[src/rtl/otbn_load_wb.sv]
// OTBN load-return / writeback stage.
// Tracks DMEM loads, writes GPR/WDR, locks on response protocol errors.
module otbn_load_wb #(
  parameter int BaseIntgWidth = 39,
  parameter int ExtWLEN       = 312,
  parameter int RegAddrW      = 5
) (
  input  logic                     clk_i,
  input  logic                     rst_i,
  input  logic                     load_req_i,
  input  logic                     load_subset_i,
  input  logic [RegAddrW-1:0]      load_rd_i,
  input  logic                     dmem_rvalid_i,
  input  logic [BaseIntgWidth-1:0] lsu_base_rdata_i,
  input  logic [ExtWLEN-1:0]       lsu_bignum_rdata_i,
  input  logic                     lsu_rdata_err_i,
  output logic                     gpr_wr_en_o,
  output logic [RegAddrW-1:0]      gpr_wr_addr_o,
  output logic [BaseIntgWidth-1:0] gpr_wr_data_o,
  output logic                     wdr_wr_en_o,
  output logic [RegAddrW-1:0]      wdr_wr_addr_o,
  output logic [ExtWLEN-1:0]       wdr_wr_data_o,
  output logic                     load_busy_o,
  output logic                     err_o,
  output logic [2:0]               err_cause_o
);

  typedef enum logic {
    StRun,
    StLocked
  } state_e;

  state_e state_q, state_d;

  logic                pend_q, pend_d;
  logic                sub_q, sub_d;
  logic [RegAddrW-1:0] rd_q, rd_d;

  logic                gpr_en_q, gpr_en_d;
  logic                wdr_en_q, wdr_en_d;
  logic [RegAddrW-1:0] gpr_addr_q, wdr_addr_q;
  logic [BaseIntgWidth-1:0] gpr_data_q;
  logic [ExtWLEN-1:0]  wdr_data_q;

  logic                err_q, err_d;
  logic [2:0]          cause_q, cause_d;
  logic [2:0]          viol;

  // Violation terms: {unexpected_rsp, no_rsp, rdata_err}
  always_comb begin
    viol = 3'b000;
    viol[2] = ~pend_q & dmem_rvalid_i;
    viol[1] = pend_q & ~dmem_rvalid_i;
    viol[0] = pend_q & dmem_rvalid_i & lsu_rdata_err_i;
  end

  // Next-state, pending-entry and writeback-strobe decisions
  always_comb begin
    state_d  = state_q;
    pend_d   = 1'b0;
    sub_d    = sub_q;
    rd_d     = rd_q;
    gpr_en_d = 1'b0;
    wdr_en_d = 1'b0;
    err_d    = err_q;
    cause_d  = cause_q;
    unique case (state_q)
      StRun: begin
        pend_d = load_req_i;
        if (load_req_i) begin
          sub_d = load_subset_i;
          rd_d  = load_rd_i;
        end
        cause_d = cause_q | viol;
        if (|viol) begin
          err_d   = 1'b1;
          state_d = StLocked;
        end
        if (pend_q && dmem_rvalid_i && !lsu_rdata_err_i) begin
          if (sub_q) begin
            wdr_en_d = 1'b1;
          end else if (rd_q != '0) begin
            gpr_en_d = 1'b1;
          end
        end
      end
      StLocked: begin
        state_d = StLocked;
      end
      default: begin
        state_d = StRun;
      end
    endcase
  end

  // Control state registers
  always_ff @(posedge clk_i or posedge rst_i) begin
    if (rst_i) begin
      state_q  <= StRun;
      pend_q   <= 1'b0;
      sub_q    <= 1'b0;
      rd_q     <= '0;
      gpr_en_q <= 1'b0;
      wdr_en_q <= 1'b0;
      err_q    <= 1'b0;
      cause_q  <= 3'b000;
    end else begin
      state_q  <= state_d;
      pend_q   <= pend_d;
      sub_q    <= sub_d;
      rd_q     <= rd_d;
      gpr_en_q <= gpr_en_d;
      wdr_en_q <= wdr_en_d;
      err_q    <= err_d;
      cause_q  <= cause_d;
    end
  end

  // Writeback payload, captured only when a strobe is issued
  always_ff @(posedge clk_i or posedge rst_i) begin
    if (rst_i) begin
      gpr_addr_q <= '0;
      gpr_data_q <= '0;
      wdr_addr_q <= '0;
      wdr_data_q <= '0;
    end else begin
      if (gpr_en_d) begin
        gpr_addr_q <= rd_q;
        gpr_data_q <= lsu_base_rdata_i;
      end
      if (wdr_en_d) begin
        wdr_addr_q <= rd_q;
        wdr_data_q <= lsu_bignum_rdata_i;
      end
    end
  end

  assign gpr_wr_en_o   = gpr_en_q;
  assign gpr_wr_addr_o = gpr_addr_q;
  assign gpr_wr_data_o = gpr_data_q;
  assign wdr_wr_en_o   = wdr_en_q;
  assign wdr_wr_addr_o = wdr_addr_q;
  assign wdr_wr_data_o = wdr_data_q;
  assign load_busy_o   = pend_q | gpr_en_q | wdr_en_q;
  assign err_o         = err_q;
  assign err_cause_o   = cause_q;

endmodule

[config.mk]
export PLATFORM = sky130hd
export DESIGN_NAME = otbn_load_wb
export DESIGN_NICKNAME = d
export VERILOG_FILES = /design/src/rtl/otbn_load_wb.sv
export SDC_FILE = /design/constraint.sdc
export NUM_CORES = 1
export LEC_CHECK = 0
export BUFFER_PORTS_ARGS = -buffer_cell sky130_fd_sc_hd__buf_2
export CORE_AREA = 4 4 283 285
export DETAILED_ROUTE_END_ITERATION = 16
export DIE_AREA = 0 0 287 289
export GPL_TIMING_DRIVEN = 0
export SLEW_MARGIN = 20
export SYNTH_ARGS = -nofsm -noshare
export SYNTH_HDL_FRONTEND = slang
export SYNTH_SLANG_ARGS = --single-unit
[constraint.sdc]
create_clock -name clk_i -period 15.98 [get_ports clk_i]
set_input_delay 1.598 -clock clk_i [delete_from_list [all_inputs] [get_ports clk_i]]
set_output_delay 1.598 -clock clk_i [all_outputs]
set_load 0.05 [all_outputs]
==> metrics <==
nets@finish 1941; critical path launch point type register; metal3 WL 3350 um; yosys warns 0; synth top area cells dfrtp_1, mux2_2, mux2_4, mux2_1, buf_6; Detail Route Antenna Nets 0; Synth Register Bits 375; GP Congestion 0.898; post_cts resized 0; post-CTS setup buffers 0; Slowest Stage Delay on Critical Path 0.46 ns; final setup violation count 0; Synth top area share 0.655; CTS Buffer Depth 3; Hold Path Class reg -> reg; Layout Skew approximately 0.024 ns; Worst Path Required 14.38 ns; Slew HR 0.531; area delta synth->final 44.6%; VDD IR-drop max between 0.00005 and 0.00006 V; Core Area slightly below 80000 um^2; H-tree depth 2; CTS root buffer clkbuf_16; Rows 102; synth unique cells 27; Placed Area 19400 um^2; Layout fillers 8028; Worst Path Arrival 1.59 ns; gr usage total 0.100; fin area 20700 um^2; Post-Synthesis Mean Instance Area roughly 18 um^2; CP Capture Type output port; largest net degree at the start of global routing slightly above 100; dpl hpwl 36100 um; hold slack about 0.48 ns; Syn Nets around 1200; total CTS buffers 42; final hold violations 0; worst skew pair latency 0.55 ns; M1 wire length roughly 16000 um; initial core utilization 0.185; min cycle time layout 3.19 ns; Die Width ~290 um; CTS Sinks 375; Vias/cell between 3 and 4; fmax 0.313 GHz; Slew Limit Fails 0; mapped cell area around 14000 um^2; CP max FO 8; total die area ~83000 um^2; critical-path cell list or3_1 -> buf_2; initial antenna violation count 1; drc violations 0; post-synthesis sequential area ratio 0.655; Post-Route Setup TNS 0 ns; Vert. Die Dim approximately 290 um; status finished, final reports clean; Yosys top cell by area dfrtp_1; Leak around 12 nW; Vias between 9000 and 10000; Post-Syn Instances 803; highest routing layer actually used met4; first-pass GRT wire length 64900 um; Routed wire per std cell ~17 um; cts hold-fix bufs 0; grt ovf 0; Power Dens Cells 95.0 nW/um^2; DR pass1 iterations 4; final cycle utilization of the critical path 0.200; Post-Route WL 44800 um; met2 wire length 23900 um; Worst Tran Pin Value 0.703 ns; critical path class reg -> out; unrepaired setup endpoints after global routing false; max_cap viols 0; clk slew on worst S/H paths 0.06 ns; CTS tree yes; DR iter-0 viols 159; # port buffers 729; share of post-route cells with drive strength above 1 0.736; num ports 730; vias in the first global route 10700; slowest stage cell, crit path dfrtp_1
## through the flow
stage	std cells	power [mW]	setup slack, ns	util
floorplan	803	0.986	3.97	-
global placement	2572	1.04	0.295	0.249
detailed placement	2575	1.04	12.64	0.250
CTS	2645	2.01	12.73	0.268
global route	2646	2.05	12.70	0.268
finish	2646	1.97	12.79	0.268
## cells in the final DEF, fill, tap and decap left out, types with 2 or more instances in the layout
cell type  synthesis  layout
clkinv_4           0       4
clkinv_2           0       4
mux2_2           300     300
mux2_1            21      21
clkbuf_8           0       5
buf_12             3       3
clkbuf_1           1      10
clkbuf_16          0      45
bufinv_16          0       2
dfrtp_1          375     375
buf_8             12      12
mux2_4            45      45
buf_2              0     729
inv_1              5       4
nor2_1             2       2
buf_4              4       4
buf_16             0       3
buf_6             19      19
## sequential cells by signal (all words and copies together) (netlist names)
| register | flops |
|---|---|
| rd_q | 5 |
| wdr_wr_data_o | 312 |
| state_q | 1 |
| gpr_wr_addr_o | 5 |
| gpr_wr_en_o | 1 |
| wdr_wr_en_o | 1 |
| err_cause_o | 3 |
| wdr_wr_addr_o | 5 |
| sub_q | 1 |
| pend_q | 1 |
| gpr_wr_data_o | 39 |
| err_o | 1 |
## cell usage after synthesis (all sizes together)
cell / n
nand3b: 1
or3: 1
mux2: 366
inv: 6
o31ai: 1
o21bai: 1
o2bb2ai: 1
nor3: 1
o21ai: 1
a41o: 1
dfrtp: 375
nand4bb: 1
buf: 38
clkbuf: 1
nor2: 2
a211oi: 1
a31o: 1
and4bb: 1
nor2b: 1
nand2: 2
## report_power, final
group	switching [mW]	internal, mW	total (mW)
Sequential	0.00111	0.951	0.952
Clock	0.380	0.566	0.947
Combinational	0.0360	0.0346	0.0705
Total	0.417	1.55	1.97
## metal layers
layer | global-route usage | vias to the layer above
met2 | 0.187 | 421
met4 | 0.0420 | 0
met1 | 0.107 | 4861
met5 | 0 | -
met3 | 0.0264 | 85
li1 | - | 4389
## kinds of logic (layout without fill, tap and decap cells)
logic type	after synthesis	in the layout	synth area share
other	0	1	0
buffers and inverters	45	847	0.0358
DFF	375	375	0.655
muxes	366	366	0.299
AOI/OAI and AO/OA	7	7	0.00472
and+or+nand+nor	10	10	0.00498
## area by class of cell
type                    instances  area (um^2)  area share
repair buffers                732         3730       0.180
well taps                    1040         1300      0.0628
flip-flops and latches        375         9380       0.453
diodes                          1         2.50    0.000121
clock buffers                  59         1230      0.0593
inverters                       6         32.5     0.00157
plain buffers                  39          488      0.0236
multi-input cells             383         4430       0.214
clock inverters                11          123     0.00592
## critical path, delay by kind of cell, from the launching register on
kind	cells	cell delay [ns]
flip-flops	1	0.46
AND/OR/NAND/NOR	1	0.36
buffers and inverters	1	0.22
## worst paths after layout
check | endpoint | slack (ns) | cells after the start | startpoint
max | load_busy_o | 12.79 | 2 | pend_q
min in group asynchronous | wdr_wr_data_o[155] | 1.13 | 2 | rst_i
max in group asynchronous | wdr_wr_data_o[278] | 13.42 | 4 | rst_i
min reg2reg | err_cause_o[2] | 0.48 | 2 | err_cause_o[2]
min | err_cause_o[2] | 0.48 | 2 | err_cause_o[2]
max reg2reg | gpr_wr_data_o[4] | 13.92 | 4 | state_q
(Power assumes the default switching activity.)
